**src/rtl/eth_pkg.sv**
```systemverilog
// Shared Ethernet receive definitions: RMII line symbols, CRC-32 constants,
// frame length limits and the receive state encoding.
//
// CRC convention: the CRC register is kept in reflected (LSB-first, right
// shifting) form and is never complemented. After the whole frame including
// the FCS has been shifted in, a good frame leaves the register at
// 0xDEBB20E3, which is the value CRC32_RESIDUE holds.
package eth_pkg;

  // RMII line symbols, dibit = {RXD[1], RXD[0]}
  localparam logic [1:0] PREAMBLE_DIBIT = 2'b01;
  localparam logic [1:0] SFD_DIBIT      = 2'b11;
  localparam logic [1:0] PREDATA_DIBIT  = 2'b00;

  localparam logic [31:0] CRC32_POLY    = 32'hEDB8_8320;
  localparam logic [31:0] CRC32_INIT    = 32'hFFFF_FFFF;
  localparam logic [31:0] CRC32_RESIDUE = 32'hDEBB_20E3;

  localparam int unsigned ETH_MIN_FRAME = 64;
  localparam int unsigned ETH_MAX_FRAME = 1518;

  // Byte counter width and its saturation value
  localparam int unsigned   LEN_W   = 11;
  localparam logic [LEN_W-1:0] LEN_SAT = 11'd2047;

  typedef enum logic [1:0] {
    StWaitIdle,
    StIdle,
    StPreamble,
    StData
  } rx_state_e;

  // Next reflected CRC after shifting in one dibit, bit 0 first.
  function automatic logic [31:0] crc32_dibit(input logic [31:0] crc, input logic [1:0] d);
    logic [31:0] c;
    c = crc;
    for (int i = 0; i < 2; i++) begin
      c = {1'b0, c[31:1]} ^ ((c[0] ^ d[i]) ? CRC32_POLY : 32'h0);
    end
    return c;
  endfunction

endpackage

```
**src/rtl/crc32_d2.sv**
```systemverilog
// CRC-32 engine advancing two bits per clock.
//
// Ports:
//   clk    clock
//   rst    synchronous active-high reset, loads CRC32_INIT
//   init   load CRC32_INIT (takes priority over en)
//   en     shift in one dibit
//   dibit  data dibit, bit 0 is shifted first
//   crc    current CRC register (reflected, not complemented)
module crc32_d2
  import eth_pkg::*;
(
  input  logic        clk,
  input  logic        rst,
  input  logic        init,
  input  logic        en,
  input  logic [1:0]  dibit,
  output logic [31:0] crc
);

  logic [31:0] crc_next;

  always_comb begin
    crc_next = crc32_dibit(crc, dibit);
  end

  always_ff @(posedge clk) begin
    if (rst) begin
      crc <= CRC32_INIT;
    end else if (init) begin
      crc <= CRC32_INIT;
    end else if (en) begin
      crc <= crc_next;
    end
  end

endmodule

```
**src/rtl/rmii_rx_mac.sv**
```systemverilog
// RMII 100 Mb/s receive MAC front end. Strips preamble/SFD, assembles bytes,
// counts length and checks the FCS, delivering a byte stream with SOF/EOF
// strobes and per-frame status.
//
// Ports:
//   clk_50MHz     RMII reference clock
//   rst           synchronous active-high reset
//   CRS, RX1, RX0 RMII CRS_DV and RXD[1:0] from the PHY
//   rx_data       received byte, first dibit in bits [1:0]
//   rx_valid      one-cycle byte strobe
//   rx_sof        with rx_valid on the first byte of a frame
//   rx_eof        one-cycle end-of-frame strobe, never with rx_valid
//   rx_len        frame byte count including FCS (valid with rx_eof)
//   rx_crc_ok     FCS residue matched (valid with rx_eof)
//   rx_len_err    length outside MIN/MAX (valid with rx_eof)
//   rx_align_err  frame ended off a byte boundary (valid with rx_eof)
module rmii_rx_mac
  import eth_pkg::*;
#(
  parameter int unsigned MIN_PREAMBLE_DIBITS = 8,
  parameter int unsigned MIN_FRAME_BYTES     = ETH_MIN_FRAME,
  parameter int unsigned MAX_FRAME_BYTES     = ETH_MAX_FRAME
) (
  input  logic             clk_50MHz,
  input  logic             rst,
  input  logic             CRS,
  input  logic             RX0,
  input  logic             RX1,
  output logic [7:0]       rx_data,
  output logic             rx_valid,
  output logic             rx_sof,
  output logic             rx_eof,
  output logic [LEN_W-1:0] rx_len,
  output logic             rx_crc_ok,
  output logic             rx_len_err,
  output logic             rx_align_err
);

  localparam logic [7:0]       MIN_PRE = 8'(MIN_PREAMBLE_DIBITS);
  localparam logic [LEN_W-1:0] MIN_LEN = LEN_W'(MIN_FRAME_BYTES);
  localparam logic [LEN_W-1:0] MAX_LEN = LEN_W'(MAX_FRAME_BYTES);

  // Registered line inputs
  logic       crs_q;
  logic [1:0] dib_q;

  rx_state_e state_q, state_d;

  logic [7:0]       pre_cnt_q, pre_cnt_d;
  logic [1:0]       idx_q, idx_d;
  logic [5:0]       shift_q, shift_d;   // first three dibits of the byte in progress
  logic [LEN_W-1:0] len_q, len_d;
  logic             first_q, first_d;
  logic             crs_low_q, crs_low_d; // previous DATA sample had CRS low

  logic [7:0]       rx_data_d;
  logic             rx_valid_d, rx_sof_d, rx_eof_d;
  logic [LEN_W-1:0] rx_len_d;
  logic             rx_crc_ok_d, rx_len_err_d, rx_align_err_d;

  logic        crc_init, crc_en;
  logic [31:0] crc;

  logic sfd_ok;
  logic frame_end;

  // CRS comes out of reset as "carrier present" so WAIT_IDLE must see a real
  // low from the PHY before re-arming, even if reset hits mid-frame.
  always_ff @(posedge clk_50MHz) begin
    if (rst) begin
      crs_q <= 1'b1;
      dib_q <= 2'b00;
    end else begin
      crs_q <= CRS;
      dib_q <= {RX1, RX0};
    end
  end

  assign sfd_ok = crs_q && (dib_q == SFD_DIBIT) && (pre_cnt_q >= MIN_PRE);

  // CRS low at a byte boundary ends the frame; low off-boundary is CRS_DV
  // toggling unless the previous sample was low too.
  assign frame_end = !crs_q && ((idx_q == 2'd0) || crs_low_q);

  crc32_d2 u_crc (
    .clk   (clk_50MHz),
    .rst   (rst),
    .init  (crc_init),
    .en    (crc_en),
    .dibit (dib_q),
    .crc   (crc)
  );

  // State register
  always_ff @(posedge clk_50MHz) begin
    if (rst) begin
      state_q <= StWaitIdle;
    end else begin
      state_q <= state_d;
    end
  end

  // Next state
  always_comb begin
    state_d = state_q;
    unique case (state_q)
      StWaitIdle: begin
        if (!crs_q) state_d = StIdle;
      end
      StIdle: begin
        if (crs_q) begin
          if (dib_q == PREAMBLE_DIBIT) begin
            state_d = StPreamble;
          end else if (dib_q != PREDATA_DIBIT) begin
            state_d = StWaitIdle;  // false carrier
          end
        end
      end
      StPreamble: begin
        if (sfd_ok) begin
          state_d = StData;
        end else if (!crs_q || (dib_q != PREAMBLE_DIBIT)) begin
          state_d = StWaitIdle;
        end
      end
      StData: begin
        if (frame_end) state_d = StIdle;
      end
      default: state_d = StWaitIdle;
    endcase
  end

  // Datapath and outputs
  always_comb begin
    pre_cnt_d      = pre_cnt_q;
    idx_d          = idx_q;
    shift_d        = shift_q;
    len_d          = len_q;
    first_d        = first_q;
    crs_low_d      = crs_low_q;
    rx_data_d      = rx_data;
    rx_valid_d     = 1'b0;
    rx_sof_d       = 1'b0;
    rx_eof_d       = 1'b0;
    rx_len_d       = '0;
    rx_crc_ok_d    = 1'b0;
    rx_len_err_d   = 1'b0;
    rx_align_err_d = 1'b0;
    crc_init       = 1'b0;
    crc_en         = 1'b0;

    unique case (state_q)
      StIdle: begin
        if (crs_q && (dib_q == PREAMBLE_DIBIT)) pre_cnt_d = 8'd1;
      end
      StPreamble: begin
        if (crs_q && (dib_q == PREAMBLE_DIBIT) && (pre_cnt_q != 8'hFF)) begin
          pre_cnt_d = pre_cnt_q + 8'd1;
        end
        if (sfd_ok) begin
          crc_init  = 1'b1;
          idx_d     = 2'd0;
          len_d     = '0;
          first_d   = 1'b1;
          crs_low_d = 1'b0;
        end
      end
      StData: begin
        if (frame_end) begin
          rx_eof_d       = 1'b1;
          rx_len_d       = len_q;
          rx_crc_ok_d    = (crc == CRC32_RESIDUE);
          rx_len_err_d   = (len_q < MIN_LEN) || (len_q > MAX_LEN);
          rx_align_err_d = (idx_q != 2'd0);
        end else begin
          crc_en    = 1'b1;
          shift_d   = {dib_q, shift_q[5:2]};
          idx_d     = idx_q + 2'd1;
          crs_low_d = !crs_q;
          if (idx_q == 2'd3) begin
            rx_data_d  = {dib_q, shift_q};
            rx_valid_d = 1'b1;
            rx_sof_d   = first_q;
            first_d    = 1'b0;
            if (len_q != LEN_SAT) len_d = len_q + 1'b1;
          end
        end
      end
      default: ;
    endcase
  end

  always_ff @(posedge clk_50MHz) begin
    if (rst) begin
      pre_cnt_q    <= '0;
      idx_q        <= '0;
      shift_q      <= '0;
      len_q        <= '0;
      first_q      <= 1'b0;
      crs_low_q    <= 1'b0;
      rx_data      <= '0;
      rx_valid     <= 1'b0;
      rx_sof       <= 1'b0;
      rx_eof       <= 1'b0;
      rx_len       <= '0;
      rx_crc_ok    <= 1'b0;
      rx_len_err   <= 1'b0;
      rx_align_err <= 1'b0;
    end else begin
      pre_cnt_q    <= pre_cnt_d;
      idx_q        <= idx_d;
      shift_q      <= shift_d;
      len_q        <= len_d;
      first_q      <= first_d;
      crs_low_q    <= crs_low_d;
      rx_data      <= rx_data_d;
      rx_valid     <= rx_valid_d;
      rx_sof       <= rx_sof_d;
      rx_eof       <= rx_eof_d;
      rx_len       <= rx_len_d;
      rx_crc_ok    <= rx_crc_ok_d;
      rx_len_err   <= rx_len_err_d;
      rx_align_err <= rx_align_err_d;
    end
  end

endmodule

```
**config.mk**
```make
export PLATFORM = sky130hd
export DESIGN_NAME = rmii_rx_mac
export DESIGN_NICKNAME = d
export VERILOG_FILES = /design/src/rtl/eth_pkg.sv /design/src/rtl/crc32_d2.sv /design/src/rtl/rmii_rx_mac.sv
export SDC_FILE = /design/constraint.sdc
export NUM_CORES = 1
export LEC_CHECK = 0
export ABC_AREA = 1
export CAP_MARGIN = 10
export CORE_MARGIN = 4
export CORE_UTILIZATION = 50
export DETAILED_ROUTE_END_ITERATION = 6
export PLACE_DENSITY = 0.72
export SLEW_MARGIN = 10
export SYNTH_ARGS = -nofsm -noshare
export SYNTH_HDL_FRONTEND = slang
export SYNTH_SLANG_ARGS = --single-unit
```
**constraint.sdc**
```tcl
create_clock -name clk_50MHz -period 4.4 [get_ports clk_50MHz]
set_clock_uncertainty 0.15 [all_clocks]
set_input_delay 0.44 -clock clk_50MHz [delete_from_list [all_inputs] [get_ports clk_50MHz]]
set_output_delay 0.44 -clock clk_50MHz [all_outputs]
set_load 0.02 [all_outputs]
```
==> impl_metrics.yaml <==
run_status:
  status: "finished clean"
critical_path:
  crit_start: "idx_q[0]$_SDFFE_PP0P_"
  crit_end: "rx_data[6]$_SDFFE_PP0P_"
  arrival_ns: 2.76
  reg2reg_depth: 8
  r2r-start: "idx_q[0]$_SDFFE_PP0P_"
  end_kind: "flip-flop"
  r2r-end: "rx_data[6]$_SDFFE_PP0P_"
  crit_fanout: 59
  crit_required_ns: 4.52
  critPathKind: "reg -> reg"
  r2r_slack_ns: 1.76
  worstSetupStartpointType: "flip-flop"
floorplanning:
  die_w_um: 98.3
  rows: 32
  num_io_pins: 30
  start_util_pct: 52.0
  die_y_um: 98.3
  fp.coreArea_um2: 7850
  fp.dieArea_um2: 9660
power:
  p_sw_share_pct: 23.4
  p_switching_mw: 0.346
  power_density_nw_per_um2: 321
  pwr-share-seq_pct: 56.3
  ir_drop_v: 0.000179
  p_leak_nw: 1.94
  clockPowerShare_pct: 39.7
  intPower_mw: 1.13
  combinationalPowerShare_pct: 4.0
clocking:
  insertion_delay_ns: 0.36
  cts_tree: "done"
  root_buffer: "clkbuf_8"
  htree_levels: 3
  cts_setup_buffers: 0
  cts_buffers: 9
  cts_buffer_depth: 2
  cts_hold_buf: 0
  path_clk_slew_ns: 0.09
  cts_sinks: 91
  ctsResizeCount: 0
flow_run:
  cap_violations: 0
placement:
  place.port_buffers: 29
  place_area_um2: 4400
  dp_hpwl_mm: 5.76
  globalplace.congestion: 0.846
global_route:
  antenna_found_initial: 0
  grt_max_degree: 60
  globalRouteTotalUtil_pct: 17.8
  grt_pass1_vias: 3105
  grt_pass1_wl_mm: 14.3
  grt_overflow: 0
sta:
  fmax_mhz: 379
  drv_slew: 0
  final_hold_viol_count: 0
  relSlewSlack_pct: 55.4
  finalCritPeriodShare_pct: 60.0
  fin_crit_ns: 2.64
  finalSetupViolCount: 0
  rsz0062_at_grt: "no"
  worstMarginPinSlew_ns: 0.669
  setup_tns_ns: 0
route:
  drtIter0Drc: 151
  vias: 3481
  drt-total-wl_mm: 8.35
  via_per_inst: 5.20
  ant_nets: 0
  firstDrtPassIters: 4
  wl_per_cell_um: 12.5
  drc: 0
synth:
  synth_cell_type_count: 36
  netlist_instances: 542
  yosysMostFrequentCell: "nand2_1"
  ys_ff_latch: 91
  yosys-top-cells-count: "nand2_1 (107), dfxtp_1 (91), inv_1 (68), nor2_1 (58), a21oi_1 (39)"
  ys_warn_count: 0
  yosysSeqAreaShare_pct: 44.7
  netlist_top_cells_area: "dfxtp_1 (45%), nand2_1 (9.8%), inv_1 (6.3%), nor2_1 (5.3%), a21oi_1 (4.8%)"
  synth_top_flop_cell: "dfxtp_1"
  async_reset_ff_share_pct: 0
  syn-cell-area_um2: 4080
  synth_top_area_share_pct: 44.7
  synth_enable_flop_cells: 0
  synth_nets: 556
  synth_area_per_cell_um2: 7.52
  yosysTopAreaCell: "dfxtp_1"
final_layout:
  num-nets-final: 577
  n_antenna_cell: 0
  drive_gt1_share_pct: 6.69
  fin_util_pct: 58.7
  syn_to_final_growth_pct: 13.0
  finalInstanceArea_um2: 4610
worst_hold_path:
  hp-class: "reg -> reg"
layout by cell type, fill, tap and decap left out, drive strengths merged:
master / count
buf: 2
a31oi: 1
ha: 9
nand3: 37
nor3: 4
xor2: 6
a211oi: 2
clkbuf: 10
nor2: 65
clkinv: 3
o211ai: 25
dfxtp: 91
or2: 1
o21a: 1
o21bai: 1
a21oi: 40
clkdlybuf4s50: 29
xnor2: 6
bufinv: 1
nand4: 7
o21ai: 37
nor4: 5
nand2: 112
nor3b: 1
inv: 72
worst min-delay path by stage:
stage,startpoint,cells past startpoint,slack [ns],end
global placement,shift_q[5]$_SDFFE_PP0P_,2,0.30,shift_q[5]$_SDFFE_PP0P_
floorplan,first_q$_SDFFE_PP0P_,2,0.26,rx_sof$_SDFF_PP0_
global route,first_q$_SDFFE_PP0P_,2,0.35,rx_sof$_SDFF_PP0_
CTS,first_q$_SDFFE_PP0P_,2,0.31,rx_sof$_SDFF_PP0_
finish,first_q$_SDFFE_PP0P_,2,0.31,rx_sof$_SDFF_PP0_
detailed placement,first_q$_SDFFE_PP0P_,2,0.30,rx_sof$_SDFF_PP0_
logic make-up after synthesis:
family                   count (synthesis)  synth area share (%)
AO/OA/AOI/OAI                          107                  15.6
XOR/XNOR                                12                  3.04
adder cells (fa/ha/maj)                  9                  2.76
buffers and inverters                   91                  9.21
flip-flops                              91                  44.7
AND/OR/NAND/NOR                        232                  24.7
critical path, stage by stage, from the launching register on:
cell and delay, ns:
dfxtp_1 0.37, inv_1 0.07, ha_1 0.26, o21bai_1 0.14, nand2_1 0.06, buf_4 0.30, inv_1 0.57, nand3_1 0.39
o21ai_0 0.25
layout make-up:
| cell class | count | area (um^2) |
|---|---|---|
| fill | 756 | 3240 |
| tap | 102 | 128 |
| sequential | 91 | 1820 |
| clock buffer | 10 | 138 |
| timing repair buffer | 31 | 305 |
| inverter | 70 | 263 |
| clock inverter | 6 | 72.6 |
| multi-input combinational | 360 | 1880 |
sequential cells by signal, indices dropped and copies added (netlist names), 2 cells and up:
| name | cells |
|---|---|
| u_crc.crc | 32 |
| idx_q | 2 |
| state_q | 2 |
| rx_data | 8 |
| len_q | 11 |
| rx_len | 11 |
| shift_q | 6 |
| dib_q | 2 |
| pre_cnt_q | 8 |
routing by layer:
layer	up-vias	track usage, %	wire, um
met5	-	0	0
met4	0	6.51	117
met3	13	2.86	485
met2	93	25.8	3580
met1	1575	26.4	4160
li1	1800	-	-
power groups by stage:
stage	Clock (mW)	Sequential [mW]	Combinational, mW
2_1_floorplan	0	0.850	0.0479
3_3_place_gp	0	0.851	0.0584
3_5_place_dp	0	0.852	0.0597
4_1_cts	0.601	0.832	0.0598
5_1_grt	0.636	0.834	0.0683
6_report	0.587	0.832	0.0599
stage by stage:
step	cells	hold WS [ns]	worst slack, ns	power (mW)
2_1_floorplan	542	0.258	2.73	0.898
3_3_place_gp	654	0.301	1.83	0.910
3_5_place_dp	654	0.300	1.80	0.911
4_1_cts	670	0.313	1.76	1.49
5_1_grt	670	0.346	1.55	1.54
6_report	670	0.312	1.76	1.48
No activity file was read; power rests on OpenSTA's default activity.
